**config.mk**
```make
export PLATFORM = sky130hd
export DESIGN_NAME = huffman_encoder_packer_flat
export DESIGN_NICKNAME = d
export VERILOG_FILES = /design/src/rtl/huffman_pkg.sv /design/src/rtl/huffman_encoder_packer_if.sv /design/src/rtl/huffman_code_lut.sv /design/src/rtl/huffman_encoder_packer.sv /design/src/flat_wrapper.sv
export SDC_FILE = /design/constraint.sdc
export NUM_CORES = 1
export LEC_CHECK = 0
export BUFFER_PORTS_ARGS = -buffer_cell sky130_fd_sc_hd__buf_2
export CAP_MARGIN = 10
export CELL_PAD_IN_SITES_DETAIL_PLACEMENT = 1
export CELL_PAD_IN_SITES_GLOBAL_PLACEMENT = 1
export CORE_MARGIN = 3
export CORE_UTILIZATION = 39
export DETAILED_ROUTE_END_ITERATION = 6
export PLACE_DENSITY = 0.75
export SETUP_SLACK_MARGIN = 0.05
export SYNTH_ARGS = -nofsm -noshare
export SYNTH_HDL_FRONTEND = slang
export SYNTH_HIERARCHICAL = 1
export SYNTH_SLANG_ARGS = --single-unit
```
**constraint.sdc**
```tcl
create_clock -name clk -period 3.7 [get_ports clk]
set_input_delay 0.74 -clock clk [delete_from_list [all_inputs] [get_ports clk]]
set_output_delay 0.74 -clock clk [all_outputs]
set_load 0.01 [all_outputs]
```
**src/rtl/huffman_pkg.sv**
```systemverilog
// Shared constants, FSM state type and the fixed prefix-free code table used by
// the Huffman encoder (and its matching decoder table).
package huffman_pkg;

    localparam int unsigned WORD_W  = 32;
    localparam int unsigned SYM_W   = 4;
    localparam int unsigned MAX_LEN = 8;
    localparam int unsigned LEN_W   = 4;
    localparam int unsigned ACC_W   = WORD_W + MAX_LEN;
    localparam int unsigned CNT_W   = 6;

    typedef enum logic [1:0] {StIdle, StRun, StFlush, StDrain} huff_state_e;

    // Returns {code, len}; code is right-aligned, its first bit at code[len-1].
    function automatic logic [MAX_LEN+LEN_W-1:0] huff_lookup(input logic [SYM_W-1:0] sym);
        logic [MAX_LEN+LEN_W-1:0] r_ent;
        case (sym)
            4'd0:    r_ent = {8'h00, 4'd1};
            4'd1:    r_ent = {8'h02, 4'd2};
            4'd2:    r_ent = {8'h06, 4'd3};
            4'd3:    r_ent = {8'h0E, 4'd4};
            default: r_ent = {4'hF, sym, 4'd8};
        endcase
        return r_ent;
    endfunction

endpackage

```
**src/rtl/huffman_encoder_packer_if.sv**
```systemverilog
// Symbol-in / packed-word-out bus of the Huffman encoder.
// HUFF_ENC_STATS_EN adds the sym_count and word_count statistics outputs.
interface huffman_encoder_packer_if;
    import huffman_pkg::*;

    logic [SYM_W-1:0]  in;
    logic              in_valid;
    logic              in_ready;
    logic              flush;
    logic [WORD_W-1:0] out_word;
    logic              out_valid;
    logic              out_ready;
    logic              out_last;
    logic [5:0]        out_nbits;
    logic              flush_done;
`ifdef HUFF_ENC_STATS_EN
    logic [15:0]       sym_count;
    logic [15:0]       word_count;
`endif

    modport master (
        output in, in_valid, flush, out_ready,
        input  in_ready, out_word, out_valid, out_last, out_nbits, flush_done
`ifdef HUFF_ENC_STATS_EN
        , input sym_count, word_count
`endif
    );

    modport slave (
        input  in, in_valid, flush, out_ready,
        output in_ready, out_word, out_valid, out_last, out_nbits, flush_done
`ifdef HUFF_ENC_STATS_EN
        , output sym_count, word_count
`endif
    );

endinterface

```
**src/rtl/huffman_code_lut.sv**
```systemverilog
// Combinational symbol -> Huffman code/length lookup.
module huffman_code_lut
    import huffman_pkg::*;
(
    input  logic [SYM_W-1:0]   i_sym,
    output logic [MAX_LEN-1:0] o_code,
    output logic [LEN_W-1:0]   o_len
);

    assign {o_code, o_len} = huff_lookup(i_sym);

endmodule

```
**src/rtl/huffman_encoder_packer.sv**
```systemverilog
// Huffman encoder: maps symbols to codes and packs them MSB-first into 32-bit words.
// Define HUFF_ENC_STATS_EN to add accepted-symbol and transferred-word counters.
module huffman_encoder_packer
    import huffman_pkg::*;
(
    input  logic clk,
    input  logic rst,
    huffman_encoder_packer_if.slave bus
);

    localparam logic [CNT_W-1:0] WordCnt = CNT_W'(WORD_W);

    huff_state_e        r_state;
    logic [ACC_W-1:0]   r_acc;
    logic [CNT_W-1:0]   r_cnt;
    logic               r_out_valid;
    logic               r_out_last;
    logic [5:0]         r_out_nbits;
    logic               r_flush_done;

    logic [MAX_LEN-1:0] w_code;
    logic [LEN_W-1:0]   w_len;
    logic [ACC_W-1:0]   w_acc_sh, w_acc_nx, w_ins;
    logic [CNT_W-1:0]   w_cnt_sh, w_cnt_nx, w_shamt;
    logic               w_in_ready, w_accept, w_xfer, w_full_nx;

    huffman_code_lut u_lut (
        .i_sym  (bus.in),
        .o_code (w_code),
        .o_len  (w_len)
    );

    assign w_in_ready = (r_state != StFlush) && (r_state != StDrain) && (r_cnt <= WordCnt);
    assign w_accept   = bus.in_valid && w_in_ready;
    assign w_xfer     = r_out_valid && bus.out_ready;

    // A transfer shifts first; an accepted code lands right after the surviving bits.
    always_comb begin
        w_acc_sh = r_acc;
        w_cnt_sh = r_cnt;
        if (w_xfer) begin
            w_acc_sh = r_acc << WORD_W;
            w_cnt_sh = (r_state == StDrain) ? '0 : r_cnt - WordCnt;
        end
        w_shamt  = CNT_W'(ACC_W) - w_cnt_sh - CNT_W'(w_len);
        w_ins    = ACC_W'(w_code) << w_shamt;
        w_acc_nx = w_acc_sh;
        w_cnt_nx = w_cnt_sh;
        if (w_accept) begin
            w_acc_nx = w_acc_sh | w_ins;
            w_cnt_nx = w_cnt_sh + CNT_W'(w_len);
        end
    end

    assign w_full_nx = (w_cnt_nx >= WordCnt);

    always_ff @(posedge clk) begin
        if (rst) begin
            r_state      <= StIdle;
            r_acc        <= '0;
            r_cnt        <= '0;
            r_out_valid  <= 1'b0;
            r_out_last   <= 1'b0;
            r_out_nbits  <= '0;
            r_flush_done <= 1'b0;
        end else begin
            r_acc        <= w_acc_nx;
            r_cnt        <= w_cnt_nx;
            r_out_valid  <= w_full_nx;
            r_out_last   <= 1'b0;
            r_out_nbits  <= w_full_nx ? 6'(WORD_W) : 6'd0;
            r_flush_done <= 1'b0;
            case (r_state)
                StIdle: begin
                    if (w_accept) begin
                        r_state <= bus.flush ? StFlush : StRun;
                    end else if (bus.flush) begin
                        r_flush_done <= 1'b1;
                    end
                end
                StRun: begin
                    if (bus.flush) r_state <= StFlush;
                end
                StFlush: begin
                    if (r_cnt == '0) begin
                        r_state      <= StIdle;
                        r_flush_done <= 1'b1;
                    end else if (r_cnt < WordCnt) begin
                        r_state     <= StDrain;
                        r_out_valid <= 1'b1;
                        r_out_last  <= 1'b1;
                        r_out_nbits <= r_cnt;
                    end
                end
                StDrain: begin
                    if (w_xfer) begin
                        r_state      <= StIdle;
                        r_flush_done <= 1'b1;
                    end else begin
                        r_out_valid <= 1'b1;
                        r_out_last  <= 1'b1;
                        r_out_nbits <= r_cnt;
                    end
                end
                default: r_state <= StIdle;
            endcase
        end
    end

    assign bus.in_ready   = w_in_ready;
    assign bus.out_word   = r_acc[ACC_W-1 -: WORD_W];
    assign bus.out_valid  = r_out_valid;
    assign bus.out_last   = r_out_last;
    assign bus.out_nbits  = r_out_nbits;
    assign bus.flush_done = r_flush_done;

`ifdef HUFF_ENC_STATS_EN
    logic [15:0] r_sym_count;
    logic [15:0] r_word_count;

    always_ff @(posedge clk) begin
        if (rst) begin
            r_sym_count  <= '0;
            r_word_count <= '0;
        end else begin
            if (w_accept) r_sym_count <= r_sym_count + 16'd1;
            if (w_xfer)   r_word_count <= r_word_count + 16'd1;
        end
    end

    assign bus.sym_count  = r_sym_count;
    assign bus.word_count = r_word_count;
`endif

endmodule
```
**src/flat_wrapper.sv**
```systemverilog
// flat-port wrapper written by rule: the top's interface ports become plain ports
module huffman_encoder_packer_flat import huffman_pkg::*;
  (clk, rst, bus_in, bus_in_valid, bus_flush, bus_out_ready, bus_in_ready, bus_out_word, bus_out_valid, bus_out_last, bus_out_nbits, bus_flush_done);
  huffman_encoder_packer_if bus_i ();
  input  logic clk;
  input  logic rst;
  input wire logic [$bits(bus_i.in)-1:0] bus_in;
  input wire logic [$bits(bus_i.in_valid)-1:0] bus_in_valid;
  input wire logic [$bits(bus_i.flush)-1:0] bus_flush;
  input wire logic [$bits(bus_i.out_ready)-1:0] bus_out_ready;
  output wire logic [$bits(bus_i.in_ready)-1:0] bus_in_ready;
  output wire logic [$bits(bus_i.out_word)-1:0] bus_out_word;
  output wire logic [$bits(bus_i.out_valid)-1:0] bus_out_valid;
  output wire logic [$bits(bus_i.out_last)-1:0] bus_out_last;
  output wire logic [$bits(bus_i.out_nbits)-1:0] bus_out_nbits;
  output wire logic [$bits(bus_i.flush_done)-1:0] bus_flush_done;
  assign bus_i.in = bus_in;
  assign bus_i.in_valid = bus_in_valid;
  assign bus_i.flush = bus_flush;
  assign bus_i.out_ready = bus_out_ready;
  assign bus_in_ready = bus_i.in_ready;
  assign bus_out_word = bus_i.out_word;
  assign bus_out_valid = bus_i.out_valid;
  assign bus_out_last = bus_i.out_last;
  assign bus_out_nbits = bus_i.out_nbits;
  assign bus_flush_done = bus_i.flush_done;
  huffman_encoder_packer u_core (.clk(clk), .rst(rst), .bus(bus_i));
endmodule
```
* Word level (Yosys, flattened, before mapping)
Cells that the tools add are included.
Storage, ports and cells: flip-flop bits (word level) 57, bits in latches 0, memory bits (writable) 0, memory bits (read-only) 0, input bits 9, logic and storage cells 67, memories 0
Operators by class: $add $sub $neg 4, multiply operators 0, divide/modulo/power cells 0, order comparisons 3, equality and inequality tests 12, shift-type cells 1, multiplexer cells 31, bitwise operators 1, reduce and logical (&&, ||, !) cells 8
Operator list (count):
- two-way mux 40 bit | 2
- one-hot mux 12 bit (4 select lines) | 1
- two-way mux 6 bit | 7
- bitwise OR 40 bit | 1
- left shift 8 x 6 -> 40 bit | 1
- two-way mux 2 bit | 6
- one-hot mux 6 bit (2 select lines) | 1
- two-way mux 1 bit | 10
- == test 4 x 2 -> 1 bit (second input constant) | 2
- one-hot mux 2 bit (4 select lines) | 1
- adder 6 x 4 -> 6 bit | 1
- greater-or-equal comparator 6 bit (second input constant) | 1
- less-or-equal comparator 6 bit (second input constant) | 1
- logical NOT 6 bit | 1
- < comparator 6 bit (second input constant) | 1
- inequality test 2 bit (second input constant) | 3
- subtractor 6 x 4 -> 6 bit | 1
- subtractor 6 bit (first input constant) | 1
- subtractor 6 bit (second input constant) | 1
- == test 2 bit (second input constant) | 2
- == test 4 x 1 -> 1 bit (second input constant) | 1
- logical AND 1 bit | 4
- logical NOT 4 bit | 1
- inequality test 2 x 1 -> 1 bit (second input constant) | 2
- other kinds (6) | 7

* Depth between registers and ports, before layout
Gate-level depths: netlist of run 1.
depth in word-level cells 10, mapped depth 17, mapped depth without buffers 13

* Modules after synthesis
The synthesis of run 1 kept the hierarchy.
By module, submodules not included:
- huffman_encoder_packer | instances 1, cells each 418, area each 3447.1 um^2, seq. area each 1141.1 um^2
- huffman_code_lut | instances 1, cells each 16, area each 93.8 um^2, seq. area each 0.0 um^2

* Worst setup path before layout of run 1
Ideal clock, no wire load.
path kind in2reg, from input port bus_out_ready, to register u_core.r_acc[28], library setup time 128 ps, data arrival time 3534 ps, required time 3572 ps, path slack 38 ps, stages 16, cell sequence and2_1 > buf_2 > nand3_1 > and2_1 > ha_1 > inv_1 > ha_1 > fa_1 > clkbuf_1 > inv_1 > clkbuf_1 > mux2_2 > inv_1 > o21ai_0 > a22oi_1 > nor2_1
On the way: word-level cells in the longest chain between the ends 7
Ends and longest elaborated chain:
- from (decl) | RTL line flat_wrapper.sv:10 | input wire logic [$bits(bus_i.out_ready)-1:0] bus_out_ready;
- logical AND 1 bit (*) | RTL line huffman_encoder_packer.sv:35 | assign w_xfer = r_out_valid && bus.out_ready;
- two-way mux 6 bit | RTL line huffman_encoder_packer.sv:41 | if (w_xfer) begin
- subtractor 6 bit | RTL line huffman_encoder_packer.sv:45 | w_shamt = CNT_W'(ACC_W) - w_cnt_sh - CNT_W'(w_len);
- subtractor 6 x 4 -> 6 bit | RTL line huffman_encoder_packer.sv:45
- left shift 8 x 6 -> 40 bit | RTL line huffman_encoder_packer.sv:46 | w_ins = ACC_W'(w_code) << w_shamt;
- bitwise OR 40 bit | RTL line huffman_encoder_packer.sv:50 | w_acc_nx = w_acc_sh | w_ins;
- two-way mux 40 bit (*) | RTL line huffman_encoder_packer.sv:49 | if (w_accept) begin
- to (signal assigned) | RTL line huffman_encoder_packer.sv:67 | r_acc <= w_acc_nx;
- to (decl) | RTL line huffman_encoder_packer.sv:14 | logic [ACC_W-1:0] r_acc;
Every way passes the cells marked *; elsewhere a longest branch is shown, timed or not. A chain may end at the register's enable or synchronous reset.

* Worst setup path after layout of run 1
from input port bus_out_ready, to register u_core.r_acc[30]
The elaborated chain is that of the path after synthesis.

==> reports/metrics.yaml, run 1 <==
die_h_um: 101
drtAntennaViolNets: 0
final_nets: 483
cp_max_fo: 8
yosysTopAreaCellShare_pct: 32.2
synth.distinct_cells: 57
viasPerCell: 5.38
ys_async_sr_fraction_pct: 0
slew_headroom_pct: 27.9
synthTopCellsByArea: "dfxtp_1 32%, buf_4 7.8%, nor2_1 5.3%"
start_util_pct: 40.4
cts_num_sinks: 57
avgRoutedWirePerCell_um: 17.2
crit_path_top_delay_cell: "fa_1"
overflow: 0
track_usage_pct: 20.3
cts-buffers-inserted: 9
diodes: 0
clockBufferDepth: 2
antenna_found_initial: 0
synth_seq_cells: 57
yosysMostFrequentCell: "dfxtp_1"
hp-class: "flop to flop"
cts-htree-levels: 3
io_buffers: 50
crit_arrival_ns: 3.64
synth_edf_count: 0
tritoncts: "yes"
path_clk_slew_ns: 0.07
setup_ws_ns: 0.295
start_kind: "primary input"
finalSetupViolations: 0
dp_hpwl_mm: 7.04
grt_pass1_vias: 3212
maxCapViolations: 0
rows: 34
synth_area_um2: 3540
slew_violations: 0
root_buffer: "clkbuf_8"
ys_top_cells_by_count: "57 x dfxtp_1, 50 x nor2_1, 48 x nand2_1"
grt_pass1_wl_mm: 16.4
finalHoldViolCount: 0
insertion_delay_ns: 0.36
post_cts_buffers: 0
cpLargestDelayFamily: "adder cells"
tightest_slew_ns: 1.08
grt_max_degree: 47
die_area_um2: 10300
die_w_um: 101
power_leakage_uw: 0.00171
yosys_warnings: 6
cts_resized: 0
worstPathRequired_ns: 3.94
fmax_mhz: 294
syn_to_final_growth_pct: 12.5
rsz0062_at_grt: "true"
coreArea_um2: 8760
drt-initial-drc-count: 149
fin_crit_sh_pct: 92.0
crit_buf_inv: 4
seq_area_frac_synth_pct: 32.2
synth_area_per_cell_um2: 8.16
outcome: "completed"
ios: 51
drc_errors: 0
endpoint_kind: "flop"
period_minus_slack_ns: 3.40
layout-drive-gt1-share_pct: 25.2
skew_ns: 0.00823
hold_buffers: 0
criticalPathCategory: "primary input to flop"
drt_pre_antenna_iters: 4
powerDensity_nw_per_um2: 509
critical_path.cell_chain: "buf_2, and2_1, nand3_2, and2_1, ha_1, inv_1, ha_1, fa_1, buf_4, xnor2_1, buf_4, nand3_1, o21ai_0, nand2b_1, o31ai_1"
peakVddDrop_mv: 0.158
power_uw: 2030
gp_congestion: 0.872
syn_inst: 434
max_stage_delay_ns: 0.41
wirelength_mm: 9.82
syn-num-nets: 458
synth_top_area_cell: "dfxtp_1"
synthFlopType: "dfxtp_1"
dp_worst_setup_slack_ns: -0.120
num_vias: 3079
-- metal layers --
layer  wire length (µm)  vias up  global-route usage, %
met5                  0        -                      0
li1                   -     1510                      -
met4                191        0                   8.08
met1               4760     1493                   26.7
met3                330       14                   2.96
met2               4540       62                   33.2
-- final cells by class --
type                    count  area (µm²)
clock inverters             6        66.3
multi-input cells         298        1980
flip-flops and latches     57        1140
fillers                  1084        4780
well taps                 108         135
inverters                  17        63.8
repair buffers             76         458
clock buffers              10         138
-- stage by stage --
stage | hold WS (ns) | cell area [µm²] | instances | util (%) | TNS (ns)
global route | 0.485 | 3990 | 572 | 45.5 | 0
detailed placement | 0.424 | 3760 | 556 | 42.9 | -0.825
global placement | 0.423 | 3760 | 556 | 42.9 | -0.0115
finish | 0.431 | 3990 | 572 | 45.5 | 0
CTS | 0.436 | 3960 | 572 | 45.2 | 0
floorplan | 0.417 | 3550 | 434 | - | 0
-- cell usage in the layout, fill, tap and decap left out, types with 3 or more instances in the layout --
master | netlist | routed
a21o_1 | 6 | 6
a21oi_1 | 20 | 19
a22oi_1 | 15 | 15
a31oi_1 | 5 | 5
a32oi_1 | 3 | 3
and2_1 | 16 | 16
buf_2 | 7 | 50
buf_4 | 37 | 25
clkbuf_8 | 0 | 10
clkinvlp_4 | 0 | 3
dfxtp_1 | 57 | 57
fa_1 | 3 | 3
ha_1 | 12 | 12
inv_1 | 16 | 16
mux2_2 | 5 | 5
mux2i_1 | 18 | 18
nand2_1 | 48 | 48
nand2b_1 | 5 | 5
nand3_1 | 10 | 9
nor2_1 | 50 | 50
nor2b_1 | 5 | 5
nor3_1 | 3 | 3
o21ai_0 | 15 | 15
o31ai_1 | 8 | 8
xnor2_1 | 7 | 7
xor2_1 | 3 | 3
-- power breakdown --
group,internal (µW),switching (µW),total (µW)
sequential,663,30.1,693
clock,330,287,617
combinational,283,433,716
total,1280,750,2030
-- kinds of logic after synthesis --
logic type / after synthesis / synth area share, %
and+or+nand+nor: 156 / 20.8
AOI/OAI and AO/OA: 93 / 18.7
buffers and inverters: 79 / 12.5
DFF: 57 / 32.2
muxes: 24 / 7.31
adders and majority gates: 15 / 5.94
xor gates and xnor gates: 10 / 2.47
-- tightest hold or removal path: cells and delay by family (launching register included) --
family        cells  cell delay [ns]
flops             1             0.31
simple gates      2             0.09
-- registers in the layout, summed over array words and instances, names as in the netlist --
name,count
u_core/r_acc,40
u_core/bus.flush_done,1
u_core/bus.out_last,1
u_core/r_cnt,6
u_core/r_state,2
u_core/bus.out_nbits,6
u_core/bus.out_valid,1
-- path summary, 6_finish.rpt --
kind,from,end,slack [ns],depth (start not counted)
setup / recovery,bus_out_ready,u_core/r_acc[30],0.30,15
setup reg to reg,u_core/r_state[0],u_core/r_acc[30],0.35,13
hold reg to reg,u_core/r_acc[21],u_core/r_acc[21],0.43,2
hold / removal,u_core/r_acc[21],u_core/r_acc[21],0.43,2
(Power assumes the default switching activity.)
==> run 2, diff against run 1 <==
--- a/config.mk
+++ b/config.mk
@@ -10,9 +10,11 @@
 export CELL_PAD_IN_SITES_DETAIL_PLACEMENT = 1
 export CELL_PAD_IN_SITES_GLOBAL_PLACEMENT = 1
 export CORE_MARGIN = 3
-export CORE_UTILIZATION = 39
+export CORE_UTILIZATION = 40
+export CTS_BUF_LIST = sky130_fd_sc_hd__clkbuf_4
 export DETAILED_ROUTE_END_ITERATION = 6
-export PLACE_DENSITY = 0.75
+export PLACE_DENSITY = 0.77
+export RECOVER_POWER = 100
 export SETUP_SLACK_MARGIN = 0.05
 export SYNTH_ARGS = -nofsm -noshare
 export SYNTH_HDL_FRONTEND = slang
==> reports/metrics.yaml, run 2 (synthesis gave the netlist of run 1 again) <==
outcome: "finished, violations left"
failed_checks: "capacitance limit, slew limit"
cts-htree-levels: 3
worstRegToRegCells: 13
insertion_delay_ns: 0.41
num_vias: 3135
post_cts_buffers: 0
wirelength_mm: 9.70
critical_path.cell_chain: "buf_2, and2_1, nand3_1, and2_1, ha_1, inv_1, ha_1, fa_1, a21o_1, a21oi_2, o21ai_2, and4_1, a221oi_1, a21oi_1"
maxCapViolations: 1
crit_start: "bus_out_ready"
drc_errors: 0
largest_reg_flops: 40
crit_path_top_delay_cell: "fa_1"
dp_hpwl_mm: 7.18
instances_no_fill: 574
start_kind: "primary input"
antenna_found_initial: 0
min-delay-start: "u_core/r_acc[21]"
rows: 33
skew_ns: 0.0215
period_minus_slack_ns: 3.46
hp-class: "flop to flop"
peakVddDrop_mv: 0.138
tritoncts: "yes"
die_area_um2: 10000
cp_max_fo: 8
criticalPathCategory: "primary input to flop"
swShare_pct: 38.4
switching_power_uw: 711
coreArea_um2: 8420
drt_pre_antenna_iters: 4
rsz0062_at_grt: "false"
fin_crit_sh_pct: 93.4
tightest_slew_ns: 2.08
top_register: "u_core/r_acc"
layout_commonest_cell: "dfxtp_1"
die_w_um: 100
track_usage_pct: 19.9
dp.cells: 558
fmax_mhz: 289
avgRoutedWirePerCell_um: 16.9
die_h_um: 100
layout-drive-gt1-share_pct: 14.9
start_util_pct: 42.0
grt_pass1_wl_mm: 16.1
io_buffers: 50
worstPathRequired_ns: 3.89
fin_util_pct: 45.6
grt_pass1_vias: 3277
drtAntennaViolNets: 0
ios: 51
endpoint_kind: "flop"
cts_resized: 0
drt-initial-drc-count: 195
syn_to_final_growth_pct: 8.52
viasPerCell: 5.46
hold_depth: 2
timing.rr.start: "u_core/bus.out_valid"
path_clk_slew_ns: 0.12
grt_max_degree: 47
comb_power_share_pct: 37.9
cts_num_sinks: 57
power_leakage_uw: 0.00151
final_cell_mix: "56 x dfxtp_1, 50 x nor2_1, 49 x nand2_1, 45 x clkbuf_1, 27 x buf_4"
root_buffer: "clkbuf_4"
finalSetupViolations: 0
cts-buffers-inserted: 9
slew_headroom_pct: -38.6
overflow: 0
worst-path-stages: 14
gp_congestion: 0.844
powerDensity_nw_per_um2: 482
cpLargestDelayFamily: "compound AO/OA/AOI/OAI gates"
p_clk_share_pct: 24.7
hold_buffers: 0
max_stage_delay_ns: 0.40
finalHoldViolCount: 0
diodes: 0
clockBufferDepth: 2
internal_power_uw: 1140
crit_buf_inv: 2
final_nets: 488
slew_violations: 47
crit_arrival_ns: 3.65
seqPwrFrac_pct: 37.4
[run 2: cell types whose count changed in the layout (fill, tap and decap cells not counted), moves of 2 or more]
| cell | before | now |
|---|---|---|
| buf_4 | 25 | 27 |
| clkbuf_8 | 10 | 0 |
| clkbuf_2 | 0 | 2 |
| buf_2 | 50 | 7 |
| and2_1 | 16 | 11 |
| clkbuf_4 | 0 | 10 |
| and2_0 | 0 | 5 |
| clkbuf_1 | 0 | 45 |
[run 2: cell type report]
| class | count | area (µm²) |
|---|---|---|
| flip-flops and latches | 57 | 1140 |
| well taps | 105 | 131 |
| clock inverters | 6 | 58.8 |
| repair buffers | 81 | 417 |
| inverters | 17 | 63.8 |
| multi-input cells | 298 | 1950 |
| clock buffers | 10 | 75.1 |
| fillers | 1085 | 4580 |
[run 2: path summary, 6_finish.rpt]
| check | end | slack (ns) |
|---|---|---|
| worst max-delay path | u_core/r_acc[32] | 0.24 |
| worst min-delay path | u_core/r_acc[21] | 0.45 |
| worst max register to register | u_core/r_acc[32] | 0.29 |
| worst min register to register | u_core/r_acc[21] | 0.45 |
[run 2: power groups by stage]
| stage | logic (µW) | clock network (µW) | registers, µW |
|---|---|---|---|
| 2_1_floorplan | 508 | 0 | 699 |
| 3_3_place_gp | 687 | 0 | 704 |
| 3_5_place_dp | 711 | 0 | 707 |
| 4_1_cts | 720 | 471 | 693 |
| 5_1_grt | 771 | 507 | 700 |
| 6_report | 702 | 458 | 693 |
[run 2: layer usage]
metal	vias to the layer above	track usage (%)	part of all wire [%]
met5	-	0	0
met3	12	4.24	6.4
met1	1523	25.9	45
met2	87	32.8	48
li1	1513	-	-
met4	0	6.32	1.3
[run 2: tightest hold or removal path, stage by stage (launching register included)]
cell and delay, ns:
dfxtp_1 0.33, nand2_1 0.05, nand2_1 0.04
[run 2: metrics by stage]
stage	worst slack (ns)	hold WS (ns)	TNS [ns]	area [µm²]	power (µW)
floorplan	0.0594	0.417	0	3550	1210
global placement	-0.00548	0.423	-0.00548	3780	1390
detailed placement	-0.163	0.433	-2.81	3780	1420
CTS	0.227	0.457	0	3910	1880
global route	0.0376	0.483	0	3840	1980
finish	0.245	0.451	0	3840	1850
